### src/rtl/pmu_pkg.sv
// Shared encodings, FSM state type and constants for the power manager.
package pmu_pkg;

  typedef enum logic [1:0] {
    LVL_FULL = 2'b00,
    LVL_HALF = 2'b01,
    LVL_SLOW = 2'b10,
    LVL_OFF  = 2'b11
  } level_e;

  typedef enum logic [1:0] {
    MODE_RESTORE   = 2'd0,
    MODE_ALL_OFF   = 2'd1,
    MODE_BOOT_IMG1 = 2'd2,
    MODE_BOOT_IMG2 = 2'd3
  } mode_e;

  typedef enum logic [1:0] {
    ST_IDLE     = 2'd0,
    ST_SEL_HOLD = 2'd1,
    ST_BOOT     = 2'd2
  } state_e;

  localparam int unsigned SEL_HOLD_CYCLES = 2;

  function automatic logic [1:0] boot_sel_of(input mode_e m);
    return (m == MODE_BOOT_IMG1) ? 2'b01 : 2'b10;
  endfunction

  // Domain 0 must stay clocked, so an OFF request for it degrades to SLOW.
  function automatic level_e clamp_level(input level_e l, input logic is_dom0);
    return (is_dom0 && (l == LVL_OFF)) ? LVL_SLOW : l;
  endfunction

endpackage

### src/rtl/pmu_domain_divider.sv
// One power domain: level register plus divider producing registered clock-enable pulses.
// A load restarts the divider from 0; HALF wraps at 1, everything else at SLOW_DIV.
module pmu_domain_divider
  import pmu_pkg::*;
#(
  parameter int unsigned DIV_WIDTH   = 16,
  parameter int unsigned SLOW_DIV    = 4999,
  parameter level_e      RESET_LEVEL = LVL_FULL
) (
  input  logic   clk,
  input  logic   reset,
  input  logic   load_i,
  input  level_e load_level_i,
  output level_e level_o,
  output logic   en_o
);

  level_e               level_q, level_d;
  logic [DIV_WIDTH-1:0] cnt_q, cnt_d, term;
  logic                 en_q, en_d;

  always_comb begin
    level_d = level_q;
    cnt_d   = cnt_q;
    en_d    = 1'b0;
    term    = (level_q == LVL_HALF) ? DIV_WIDTH'(1) : DIV_WIDTH'(SLOW_DIV);
    if (load_i) begin
      level_d = load_level_i;
      cnt_d   = '0;
      en_d    = (load_level_i == LVL_FULL);
    end else begin
      cnt_d = (cnt_q == term) ? '0 : cnt_q + DIV_WIDTH'(1);
      unique case (level_q)
        LVL_FULL:           en_d = 1'b1;
        LVL_HALF, LVL_SLOW: en_d = (cnt_q == term);
        default:            en_d = 1'b0;
      endcase
    end
  end

  always_ff @(posedge clk or posedge reset) begin
    if (reset) begin
      level_q <= RESET_LEVEL;
      cnt_q   <= '0;
      en_q    <= 1'b0;
    end else begin
      level_q <= level_d;
      cnt_q   <= cnt_d;
      en_q    <= en_d;
    end
  end

  assign level_o = level_q;
  assign en_o    = en_q;

endmodule

### src/rtl/power_manager_n.sv
// Power manager: per-domain clock-enable levels, power modes and warmboot sequencing.
// Optional macro PMU_CMD_COUNT_EN enables the saturating cmd_count counter (tied to 0 otherwise).
module power_manager_n
  import pmu_pkg::*;
#(
  parameter int unsigned               NUM_DOMAINS  = 4,
  parameter int unsigned               DIV_WIDTH    = 16,
  parameter int unsigned               SLOW_DIV     = 4999,
  parameter logic [2*NUM_DOMAINS-1:0]  RESET_LEVELS = {2'b11, 2'b11, 2'b10, 2'b00}
) (
  input  logic                           clk,
  input  logic                           reset,
  input  logic                           cmd_valid,
  output logic                           cmd_ready,
  input  logic [$clog2(NUM_DOMAINS)-1:0] cmd_domain,
  input  logic [1:0]                     cmd_level,
  input  logic                           mode_valid,
  input  logic [1:0]                     mode,
  output logic [NUM_DOMAINS-1:0]         domain_en,
  output logic [2*NUM_DOMAINS-1:0]       domain_level,
  output logic [1:0]                     boot_sel,
  output logic                           boot,
  output logic [7:0]                     cmd_count
);

  localparam int unsigned DW = $clog2(NUM_DOMAINS);
  localparam logic [1:0]  HOLD_LAST = 2'(SEL_HOLD_CYCLES - 1);

  state_e     state_q, state_d;
  logic [1:0] hold_q, hold_d;
  logic [1:0] boot_sel_q, boot_sel_d;
  mode_e      mode_s;
  logic       mode_exec, cmd_acc, mode_load;
  level_e     lvl [NUM_DOMAINS];

  assign mode_s = mode_e'(mode);

  always_comb begin
    state_d    = state_q;
    hold_d     = hold_q;
    boot_sel_d = boot_sel_q;
    cmd_ready  = (state_q == ST_IDLE) && !mode_valid;
    mode_exec  = (state_q == ST_IDLE) && mode_valid;
    cmd_acc    = cmd_valid && cmd_ready;
    mode_load  = mode_exec && ((mode_s == MODE_RESTORE) || (mode_s == MODE_ALL_OFF));
    unique case (state_q)
      ST_IDLE: begin
        if (mode_exec && ((mode_s == MODE_BOOT_IMG1) || (mode_s == MODE_BOOT_IMG2))) begin
          state_d    = ST_SEL_HOLD;
          hold_d     = '0;
          boot_sel_d = boot_sel_of(mode_s);
        end
      end
      ST_SEL_HOLD: begin
        if (hold_q == HOLD_LAST) state_d = ST_BOOT;
        else                     hold_d  = hold_q + 2'd1;
      end
      ST_BOOT: state_d = ST_BOOT;
      default: state_d = ST_IDLE;
    endcase
  end

  always_ff @(posedge clk or posedge reset) begin
    if (reset) begin
      state_q    <= ST_IDLE;
      hold_q     <= '0;
      boot_sel_q <= '0;
    end else begin
      state_q    <= state_d;
      hold_q     <= hold_d;
      boot_sel_q <= boot_sel_d;
    end
  end

  assign boot     = (state_q == ST_BOOT);
  assign boot_sel = boot_sel_q;

  // Out-of-range domains match no IDX, so such commands are accepted but change nothing.
  for (genvar i = 0; i < NUM_DOMAINS; i++) begin : g_dom
    localparam logic [DW-1:0] IDX     = DW'(i);
    localparam level_e        RST_LVL = level_e'(RESET_LEVELS[2*i +: 2]);
    logic   hit;
    level_e load_lvl;

    always_comb begin
      hit      = cmd_acc && (cmd_domain == IDX);
      load_lvl = clamp_level(level_e'(cmd_level), i == 0);
      if (mode_exec && (mode_s == MODE_RESTORE))      load_lvl = RST_LVL;
      else if (mode_exec && (mode_s == MODE_ALL_OFF)) load_lvl = (i == 0) ? lvl[i] : LVL_OFF;
    end

    pmu_domain_divider #(
      .DIV_WIDTH  (DIV_WIDTH),
      .SLOW_DIV   (SLOW_DIV),
      .RESET_LEVEL(RST_LVL)
    ) u_div (
      .clk         (clk),
      .reset       (reset),
      .load_i      (hit || mode_load),
      .load_level_i(load_lvl),
      .level_o     (lvl[i]),
      .en_o        (domain_en[i])
    );

    assign domain_level[2*i +: 2] = lvl[i];
  end

`ifdef PMU_CMD_COUNT_EN
  logic [7:0] count_q, count_d;

  always_comb begin
    count_d = count_q;
    if ((cmd_acc || mode_exec) && (count_q != 8'hFF)) count_d = count_q + 8'd1;
  end

  always_ff @(posedge clk or posedge reset) begin
    if (reset) count_q <= '0;
    else       count_q <= count_d;
  end

  assign cmd_count = count_q;
`else
  assign cmd_count = '0;
`endif

endmodule

### config.mk
export PLATFORM = sky130hd
export DESIGN_NAME = power_manager_n
export DESIGN_NICKNAME = d
export VERILOG_FILES = /design/src/rtl/pmu_pkg.sv /design/src/rtl/pmu_domain_divider.sv /design/src/rtl/power_manager_n.sv
export SDC_FILE = /design/constraint.sdc
export NUM_CORES = 1
export LEC_CHECK = 0
export ABC_AREA = 1
export CAP_MARGIN = 10
export CELL_PAD_IN_SITES_DETAIL_PLACEMENT = 1
export CELL_PAD_IN_SITES_GLOBAL_PLACEMENT = 1
export CORE_MARGIN = 2
export CORE_UTILIZATION = 45
export DETAILED_ROUTE_END_ITERATION = 6
export PLACE_DENSITY_LB_ADDON = 0.1
export SYNTH_ARGS = -nofsm -noshare
export SYNTH_HDL_FRONTEND = slang
export SYNTH_SLANG_ARGS = --single-unit
export TNS_END_PERCENT = 50
### constraint.sdc
create_clock -name clk -period 4.8 [get_ports clk]
set_clock_uncertainty 0.15 [all_clocks]
set_input_delay 0.48 -clock clk [delete_from_list [all_inputs] [get_ports clk]]
set_output_delay 0.48 -clock clk [all_outputs]
set_load 0.01 [all_outputs]
==> flow_metrics.py, run 1 <==
metrics = {
    "sta": {
        "setup_viol": 0,
        "fin_setup_tns_ns": 0,
        "final-hold-violation-count": 0,
        "slew_violations": 0,
        "worst_slew_pin_slew_ns": 0.9519,
        "relSlewSlack_pct": 36.47,
        "final.setup.worst_slack_ns": 2.203,
        "period_share_pct": 54.11,
        "max_freq_mhz": 385.0,
        "rsz0062_at_grt": "no",
        "finalCriticalPeriod_ns": 2.597,
    },
    "placement": {
        "placed_cells": 764,
        "port_buffers": 25,
        "dpl.hpwl_um": 8481,
        "place.gp.congestion": 0.8455,
        "place_area_um2": 5090,
        "place_ws_ns": 2.391,
    },
    "final_layout": {
        "fillers": 1321,
        "seq_area_um2": 2058,
        "layout.nets": 670,
        "multi_input_area_um2": 2349,
        "diodes": 0,
        "design_area_um2": 5286,
        "stdcell_count": 780,
        "area_delta_synth_final_pct": 10.83,
        "final_layout_size_suffix_gt1_share_pct": 7.298,
    },
    "worst_setup_path": {
        "crit_required_ns": 4.17,
        "worstSetupEndpointType": "primary output",
        "crit_type": "reg2out",
        "start_kind": "register",
        "crit_path_max_fanout": 4,
        "crit_arrival_ns": 1.97,
    },
    "synthesis": {
        "synthTopCellsByArea": "dfrtp_1 40%, nor2_1 11%, nand2_1 9.8%",
        "synth_largest_area_cell": "dfrtp_1",
        "synth_edf_count": 0,
        "synthArstFlopShare_pct": 100.0,
        "synth.most_common_cell": "nor2_1",
        "ys_seq_elements": 82,
        "yosysWarnings": 0,
        "ys_seq_area_share_pct": 43.15,
        "ys.flop_type": "dfrtp_1",
        "synth_cells": 611,
        "yosysTopAreaCellShare_pct": 40.40,
        "synth_top_cells_by_count": "144 x nor2_1, 124 x nand2_1, 77 x dfrtp_1",
        "synth_area_um2": 4770,
        "synth_cell_types": 37,
        "avgSynthCellArea_um2": 7.806,
    },
    "drt": {
        "drt_iter0_markers": 114,
        "drc": 0,
        "via_count": 3868,
        "via_per_inst": 4.959,
        "drtAntennaViolNets": 0,
        "wl_per_cell_um": 14.45,
        "drt-total-wl_um": 11270,
        "drtPass1Iterations": 4,
    },
    "power_and_ir_drop": {
        "pwr-share-comb_pct": 38.3,
        "p_total_uw": 2647,
        "cellLeakagePower_uw": 0.002430,
        "p_sw_uw": 1073,
        "seq_power_share_pct": 42.2,
        "p_sw_share_pct": 40.55,
        "p_int_uw": 1574,
        "power_frac_clock_pct": 19.5,
        "ir_worst_vdd_mv": 0.2524,
        "power_density_nw_per_um2": 500.7,
    },
    "clock_tree": {
        "h-tree-depth": 3,
        "root_buffer": "clkbuf_8",
        "clk_latency_ns": 0.37,
        "cts_tree": "yes",
        "numCtsBuffers": 9,
        "cts_num_sinks": 82,
        "path_clk_slew_ns": 0.09,
        "hold_buffers": 0,
        "post_cts_buffers": 0,
        "cts_buffer_depth": 2,
        "ctsResizeCount": 0,
    },
    "floorplan": {
        "start_util_pct": 46.20,
        "core-area_um2": 10320,
        "die_y_um": 107.0,
        "io-pin-count": 34,
        "num_rows": 37,
        "die_w_um": 107.0,
        "dieArea_um2": 11440,
    },
    "global_routing": {
        "grtUsageTotal_pct": 21.68,
        "antenna_found_initial": 0,
        "grt_overflow_total": 0,
        "grt_max_degree": 54,
        "grt_pass1_wl_um": 19600,
        "grt_pass1_vias": 4108,
    },
    "job": {
        "drv_cap": 0,
    },
    "worst_hold_path": {
        "hold_path_class": "reg2reg",
    },
    "outcome": {
        "status": "finished, final reports clean",
    },
}
==> routing by layer <==
layer | global-route usage (%) | routed length, µm
met3 | 3.526 | 246
met2 | 37.31 | 5665
met1 | 28.04 | 5242
met5 | 0 | 0
met4 | 6.679 | 119
==> worst max-delay path: stages, from the launching register on <==
cell and delay (ns):
dfrtp_1 0.41, inv_1 0.14, ha_1 0.29, inv_2 0.09
nor2_4 0.12, clkdlybuf4s50_1 0.55
==> layout make-up <==
cell class                 count  area share [%]
multi-input combinational    453           44.43
sequential                    82           38.93
timing repair buffer          26           4.876
inverter                      67           4.828
tap                          136           3.219
clock buffer                  11           2.675
clock inverter                 5           1.041
==> sequential cells by signal, indices dropped and copies added (netlist names) <==
signal               count
g_dom.u_div.cnt_q       64
g_dom.u_div.level_o      8
g_dom.u_div.en_o         4
boot_sel                 2
hold_q                   2
state_q                  2
==> power by group through the flow <==
stage,Combinational [µW],Clock (µW),Sequential [µW]
global route,1180,558,1150
finish,1010,516,1120
CTS,1030,531,1120
detailed placement,1020,0,1130
floorplan,720,0,1090
global placement,974,0,1120
==> per-stage QoR <==
step / hold slack (ns) / util (%)
after CTS: 0.3579 / 51.21
after detailed placement: 0.3346 / 49.30
after global placement: 0.3175 / 49.30
final: 0.3465 / 51.21
after floorplan: 0.3000 / -
after global routing: 0.3817 / 51.21
==> final timing paths <==
path,from,end,cells past startpoint,slack (ns)
hold reg to reg,hold_q[1],hold_q[1],2,0.35
setup reg to reg,state_q[0],g_dom[0].u_div.cnt_q[9],9,2.49
hold / removal,hold_q[1],hold_q[1],2,0.35
max in group asynchronous,reset,g_dom[2].u_div.level_o[0],3,3.05
min in group asynchronous,reset,g_dom[1].u_div.cnt_q[13],2,0.46
setup / recovery,state_q[0],cmd_ready,5,2.20
==> cells by family (layout without fill, tap and decap cells) <==
group | count (synthesis) | in the layout | synth area share [%]
AND/OR/NAND/NOR | 355 | 355 | 31.98
adder cells (fa/ha/maj) | 21 | 21 | 5.509
buffers and inverters | 83 | 109 | 8.158
flip-flops | 82 | 82 | 43.15
XOR/XNOR | 35 | 35 | 6.427
AO/OA/AOI/OAI | 34 | 34 | 4.696
other | 1 | 8 | 0.07862
==> placed cells by master, fill, tap and decap left out, types with 2 or more instances in the layout <==
cell type | netlist | final
nor3_2 | 2 | 2
nand2_1 | 124 | 124
nor2_2 | 5 | 5
nand4_1 | 10 | 10
xnor2_1 | 9 | 9
clkbuf_8 | 0 | 10
clkdlybuf4s50_1 | 0 | 25
o21bai_1 | 2 | 2
clkinvlp_4 | 0 | 2
o22ai_1 | 4 | 4
ha_1 | 21 | 21
nand2_2 | 4 | 4
nor2_1 | 144 | 144
clkinv_2 | 0 | 3
nand3_2 | 2 | 2
dfrtp_1 | 77 | 77
xor2_1 | 26 | 26
inv_1 | 65 | 64
conb_1 | 1 | 8
nor2_4 | 2 | 2
nand2_4 | 2 | 2
nand3_1 | 36 | 36
o21ai_0 | 13 | 13
a21oi_1 | 6 | 6
o21ai_1 | 2 | 2
o21ai_4 | 3 | 3
nor3_1 | 19 | 19
dfstp_2 | 5 | 5
Power figures use the tool's default switching activity.
==> inputs of run 2 (changes only) <==
--- a/config.mk
+++ b/config.mk
@@ -10,7 +10,7 @@
 export CELL_PAD_IN_SITES_DETAIL_PLACEMENT = 1
 export CELL_PAD_IN_SITES_GLOBAL_PLACEMENT = 1
 export CORE_MARGIN = 2
-export CORE_UTILIZATION = 45
+export CORE_UTILIZATION = 44
 export DETAILED_ROUTE_END_ITERATION = 6
 export PLACE_DENSITY_LB_ADDON = 0.1
 export SYNTH_ARGS = -nofsm -noshare
==> constraint.sdc (replaced) <==
create_clock -name clk -period 2.6 [get_ports clk]
set_clock_uncertainty 0.15 [all_clocks]
set_input_delay 0.26 -clock clk [delete_from_list [all_inputs] [get_ports clk]]
set_output_delay 0.26 -clock clk [all_outputs]
set_load 0.01 [all_outputs]
==> run 2 against run 1 <==
Against the previous run: non-clock buffer count is 3 higher; setup slack lost 1.9 ns; global-route usage fell by 0.30 points; power grew 90%; hold slack worse by 0.21 ns; die area is 2.2% higher; critical endpoint unchanged; utilization down 0.91 points; clock power increased by 110%; sequential power grew 85%; wire length up 1.2%; highest routed layer unchanged; count of clock-buffer cells in the layout grew 1.
==> flow_metrics.py, run 2 (synthesis gave the netlist of run 1 again) <==
metrics = {
    "final_layout": {
        "stdcell_count": 787,
        "top_register": "g_dom.u_div.cnt_q",
        "final_layout_size_suffix_gt1_share_pct": 7.883,
        "layout.nets": 673,
        "fillers": 1352,
        "area_delta_synth_final_pct": 12.80,
        "layout_common_cells": "144 x nor2_1, 124 x nand2_1, 77 x dfrtp_1",
        "layout_commonest_cell": "nor2_1",
        "largest_reg_flops": 64,
        "diodes": 0,
        "seq_area_um2": 2058,
        "multi_input_area_um2": 2349,
    },
    "clock_tree": {
        "cts_tree": "yes",
        "path_clk_slew_ns": 0.08,
        "numCtsBuffers": 9,
        "clk_latency_ns": 0.36,
        "cts_buffer_depth": 2,
        "h-tree-depth": 3,
        "cts_num_sinks": 82,
        "ctsResizeCount": 0,
        "hold_buffers": 0,
        "root_buffer": "clkbuf_8",
        "post_cts_buffers": 0,
    },
    "worst_setup_path": {
        "crit_type": "reg2out",
        "rr_worst_depth": 9,
        "start_kind": "register",
        "crit_arrival_ns": 1.87,
        "crit_path_max_fanout": 4,
        "cpPeakStageDelay_ns": 0.55,
        "r2r_setup_slack_ns": 0.38,
        "crit_chain": "inv_1 > ha_1 > inv_2 > nor2_4 > clkdlybuf4s50_1",
        "cp_top_family": "buffers and inverters",
        "cp_slowest_cell": "clkdlybuf4s50_1",
        "crit_required_ns": 2.19,
        "reg2reg_from": "state_q[0]",
        "path_buf_inv": 3,
        "worstSetupEndpointType": "primary output",
        "r2r_end": "g_dom[0].u_div.cnt_q[9]",
    },
    "job": {
        "drv_cap": 0,
    },
    "sta": {
        "relSlewSlack_pct": 58.18,
        "final-hold-violation-count": 0,
        "worst_slew_pin_slew_ns": 0.6266,
        "rsz0062_at_grt": "no",
        "period_share_pct": 87.71,
        "slew_violations": 0,
        "finalCriticalPeriod_ns": 2.281,
        "fin_setup_tns_ns": 0,
        "max_freq_mhz": 438.5,
        "final.setup.worst_slack_ns": 0.3195,
        "setup_viol": 0,
    },
    "global_routing": {
        "top_usage_layer": "met2",
        "grtUsageTotal_pct": 21.38,
        "antenna_found_initial": 0,
        "grt_overflow_total": 0,
        "gr-usage-met3_pct": 3.918,
        "grt_pass1_wl_um": 19590,
        "grt_max_degree": 35,
        "grt_use_met1_pct": 27.87,
        "grt_use_met2_pct": 36.52,
        "grt_pass1_vias": 4076,
    },
    "power_and_ir_drop": {
        "seq_power_share_pct": 41.1,
        "p_int_uw": 3065,
        "cellLeakagePower_uw": 0.002477,
        "p_sw_share_pct": 39.17,
        "pwr-share-comb_pct": 37.3,
        "p_sw_uw": 1973,
        "ir_worst_vdd_mv": 0.4333,
        "power_frac_clock_pct": 21.6,
        "power_density_nw_per_um2": 936.4,
    },
    "placement": {
        "port_buffers": 25,
        "place_ws_ns": 0.3801,
        "dpl.hpwl_um": 8872,
        "placed_cells": 771,
        "place.gp.congestion": 0.8427,
    },
    "drt": {
        "via_per_inst": 4.934,
        "drt_iter0_markers": 133,
        "drc": 0,
        "drtPass1Iterations": 4,
        "wl_per_cell_um": 14.50,
        "via_count": 3883,
        "drtAntennaViolNets": 0,
        "drt-total-wl_um": 11410,
    },
    "floorplan": {
        "die_w_um": 108.1,
        "dieArea_um2": 11690,
        "die_y_um": 108.1,
        "start_util_pct": 44.58,
        "io-pin-count": 34,
        "core-area_um2": 10700,
        "num_rows": 38,
    },
    "worst_hold_path": {
        "hold_path_class": "in2async",
    },
    "outcome": {
        "status": "finished, final reports clean",
    },
}
run 2: changes by cell type in the layout (fill, tap and decap cells not counted), sizes merged:
cell,before,now
buf,1,4
clkinvlp,2,1
clkbuf,11,12
bufinv,1,2
clkinv,3,2
run 2: how the worst max path moves through the flow:
stage	start	to	slack, ns	depth (start not counted)
after floorplan	reset	boot_sel[0]	0.09	1
after global placement	mode_valid	g_dom[0].u_div.cnt_q[9]	0.46	7
after detailed placement	state_q[0]	g_dom[0].u_div.cnt_q[9]	0.38	9
after CTS	state_q[0]	cmd_ready	0.29	5
after global routing	state_q[0]	cmd_ready	0.21	5
final	state_q[0]	cmd_ready	0.32	5
run 2: area by class of cell:
cell class / instances / share of cell area, %
multi-input combinational: 453 / 43.65
sequential: 82 / 38.26
timing repair buffer: 29 / 5.674
inverter: 67 / 4.744
tap: 140 / 3.256
clock buffer: 12 / 3.070
clock inverter: 4 / 1.349
run 2: worst register-to-register path, delay by kind of cell, from the launching register on:
kind                     cells  cell delay [ns]
adder cells (fa/ha/maj)      1             0.26
AND/OR/NAND/NOR              4             0.44
flip-flops                   1             0.39
buffers and inverters        3             0.43
AO/OA/AOI/OAI                1             0.43
run 2: through the flow:
step                      power [µW]  instance area, µm²  hold slack (ns)  util (%)
after floorplan                 3334                4796           0.2205         -
final                           5038                5380           0.1398     50.29
after CTS                       5116                5380           0.1462     50.29
after detailed placement        3995                5142           0.3591     48.07
after global placement          3889                5142           0.3289     48.07
after global routing            5491                5380           0.1631     50.29
run 2: metal layers:
| metal | vias up | share of wire, % |
|---|---|---|
| met1 | 1879 | 48 |
| met2 | 33 | 49 |
| met5 | - | 0 |
| li1 | 1960 | - |
| met3 | 11 | 1.9 |
| met4 | 0 | 1.2 |
run 2: power by group through the flow:
stage,Combinational [µW],Sequential (µW),Clock (µW)
finish,1880,2070,1090
global placement,1820,2070,0
floorplan,1330,2000,0
CTS,1920,2070,1120
detailed placement,1910,2090,0
global route,2170,2130,1180
==> inputs of run 3 (changes only) <==
--- a/config.mk
+++ b/config.mk
@@ -10,8 +10,9 @@
 export CELL_PAD_IN_SITES_DETAIL_PLACEMENT = 1
 export CELL_PAD_IN_SITES_GLOBAL_PLACEMENT = 1
 export CORE_MARGIN = 2
-export CORE_UTILIZATION = 44
+export CORE_UTILIZATION = 40
 export DETAILED_ROUTE_END_ITERATION = 6
+export MAX_ROUTING_LAYER = met4
 export PLACE_DENSITY_LB_ADDON = 0.1
 export SYNTH_ARGS = -nofsm -noshare
 export SYNTH_HDL_FRONTEND = slang
==> run 3 against run 2 <==
Against the previous run: the flow now finishes with violations (design-rule violations); setup slack improved by 0.037 ns; fmax increased by 1.6%; clock power increased by 11%; first-iteration DRC count decreased by 0.75%; wire length decreased by 1.5%; non-clock buffer count decreased by 1; sequential share of layout area decreased by 0.20 points; die area increased by 9.6%; via count increased by 0.67%; critical path type unchanged; utilization decreased by 3.3 points; highest routed layer unchanged; count of clock-buffer cells in the layout unchanged; sequential power about the same.
==> flow_metrics.py, run 3 (synthesis gave the netlist of run 1 again) <==
metrics = {
    "worst_setup_path": {
        "start_kind": "register",
        "crit_required_ns": 2.19,
        "crit_path_max_fanout": 4,
        "cp_slowest_cell": "clkdlybuf4s50_1",
        "crit_type": "reg2out",
        "worstSetupEndpointType": "primary output",
        "worstSetupStartpoint": "state_q[0]",
        "reg2reg_from": "state_q[0]",
        "cpPeakStageDelay_ns": 0.55,
        "r2r_setup_slack_ns": 0.43,
        "crit_arrival_ns": 1.83,
        "crit_chain": "inv_1 > ha_1 > inv_2 > nor2_4 > clkdlybuf4s50_1",
    },
    "placement": {
        "port_buffers": 25,
        "place.gp.congestion": 0.8380,
        "place_area_um2": 5126,
        "dpl.hpwl_um": 8636,
    },
    "outcome": {
        "status": "finished with violations",
        "violations": "design-rule violations",
    },
    "worst_hold_path": {
        "hold_path_class": "in2async",
    },
    "sta": {
        "worst_slew_pin_slew_ns": 0.5145,
        "rsz0062_at_grt": "no",
        "finalCriticalPeriod_ns": 2.244,
        "setup_viol": 0,
        "max_freq_mhz": 445.7,
        "relSlewSlack_pct": 65.66,
        "slew_violations": 0,
        "final-hold-violation-count": 0,
        "period_share_pct": 86.30,
        "holdWs_ns": 0.1090,
        "fin_setup_tns_ns": 0,
    },
    "drt": {
        "via_count": 3909,
        "drtPass1Iterations": 6,
        "wl_per_cell_um": 14.24,
        "drt_iter0_markers": 132,
        "drc": 2,
        "via_per_inst": 4.954,
        "drtAntennaViolNets": 0,
        "drt-total-wl_um": 11230,
    },
    "global_routing": {
        "grt_pass1_vias": 4154,
        "gr-usage-met3_pct": 2.785,
        "grt_pass1_wl_um": 19470,
        "grt_use_met2_pct": 32.69,
        "top_usage_layer": "met2",
        "grt_use_met1_pct": 24.24,
        "antenna_found_initial": 0,
        "grt_max_degree": 36,
        "grt_overflow_total": 0,
        "grtUsageTotal_pct": 19.36,
    },
    "clock_tree": {
        "cts_buffer_depth": 2,
        "clk_latency_ns": 0.34,
        "hold_buffers": 0,
        "cts_tree": "yes",
        "ctsResizeCount": 0,
        "numCtsBuffers": 9,
        "cts_num_sinks": 82,
        "post_cts_buffers": 0,
        "h-tree-depth": 3,
        "path_clk_slew_ns": 0.06,
        "root_buffer": "clkbuf_16",
    },
    "floorplan": {
        "dieArea_um2": 12810,
        "io-pin-count": 34,
        "die_y_um": 113.2,
        "start_util_pct": 41.42,
        "die_w_um": 113.2,
        "core-area_um2": 11520,
        "num_rows": 39,
    },
    "final_layout": {
        "seq_area_um2": 2058,
        "fillers": 1422,
        "design_area_um2": 5409,
        "final_core_util_pct": 46.97,
        "layout_common_cells": "144 x nor2_1, 124 x nand2_1, 77 x dfrtp_1",
        "top_register": "g_dom.u_div.cnt_q",
        "final_layout_size_suffix_gt1_share_pct": 7.585,
        "largest_reg_flops": 64,
        "layout_commonest_cell": "nor2_1",
        "layout.nets": 672,
        "diodes": 0,
        "area_delta_synth_final_pct": 13.41,
        "multi_input_area_um2": 2349,
    },
    "power_and_ir_drop": {
        "seq_power_share_pct": 40.2,
        "power_density_nw_per_um2": 945.1,
        "p_sw_share_pct": 38.59,
        "p_sw_uw": 1973,
        "power_frac_clock_pct": 23.8,
        "ir_worst_vdd_mv": 0.3917,
        "pwr-share-comb_pct": 36.1,
        "p_int_uw": 3139,
        "cellLeakagePower_uw": 0.002488,
    },
    "job": {
        "drv_cap": 0,
    },
}
## run 3: cell types whose count changed in the layout (fill, tap and decap cells not counted), sizes merged
| cell | delta |
|---|---|
| bufinv | -2 |
| clkinv | +2 |
| buf | -1 |
## run 3: layer usage
metal | part of all wire (%) | wire length [µm]
met1 | 47 | 5333
met2 | 49 | 5557
met3 | 1.7 | 194
met4 | 1.3 | 149
met5 | 0 | 0
## run 3: critical path, delay by kind of cell, from the launching register on
family / cells / cell delay, ns
DFF: 1 / 0.39
adders and majority gates: 1 / 0.25
and+or+nand+nor: 1 / 0.12
buffers and inverters: 3 / 0.74
## run 3: worst paths after layout
path / end / cells after the start
worst max-delay path: cmd_ready / 5
worst min-delay path: g_dom[1].u_div.cnt_q[10] / 2
worst max register to register: g_dom[0].u_div.cnt_q[12] / 9
worst min register to register: hold_q[1] / 2
max in group asynchronous: g_dom[3].u_div.cnt_q[8] / 3
min in group clk: hold_q[1] / 2
## run 3: cell type report
class | instances | area share, %
tap | 143 | 3.308
clock inverter | 4 | 0.4858
clock buffer | 12 | 4.742
multi-input combinational | 453 | 43.42
sequential | 82 | 38.05
inverter | 67 | 4.719
timing repair buffer | 28 | 5.274
## run 3: metrics by stage
stage          instances  power, µW  worst slack (ns)
6_report             789       5112            0.3562
5_1_grt              789       5574            0.2532
4_1_cts              789       5202            0.3279
3_5_place_dp         773       3955            0.3794
3_3_place_gp         773       3869            0.4439
2_1_floorplan        618       3334           0.08983
## run 3: power groups by stage
stage | clock [µW] | sequential [µW] | combinational, µW
floorplan | 0 | 2000 | 1330
global placement | 0 | 2070 | 1800
detailed placement | 0 | 2080 | 1870
CTS | 1250 | 2060 | 1890
global route | 1300 | 2130 | 2140
finish | 1210 | 2050 | 1840
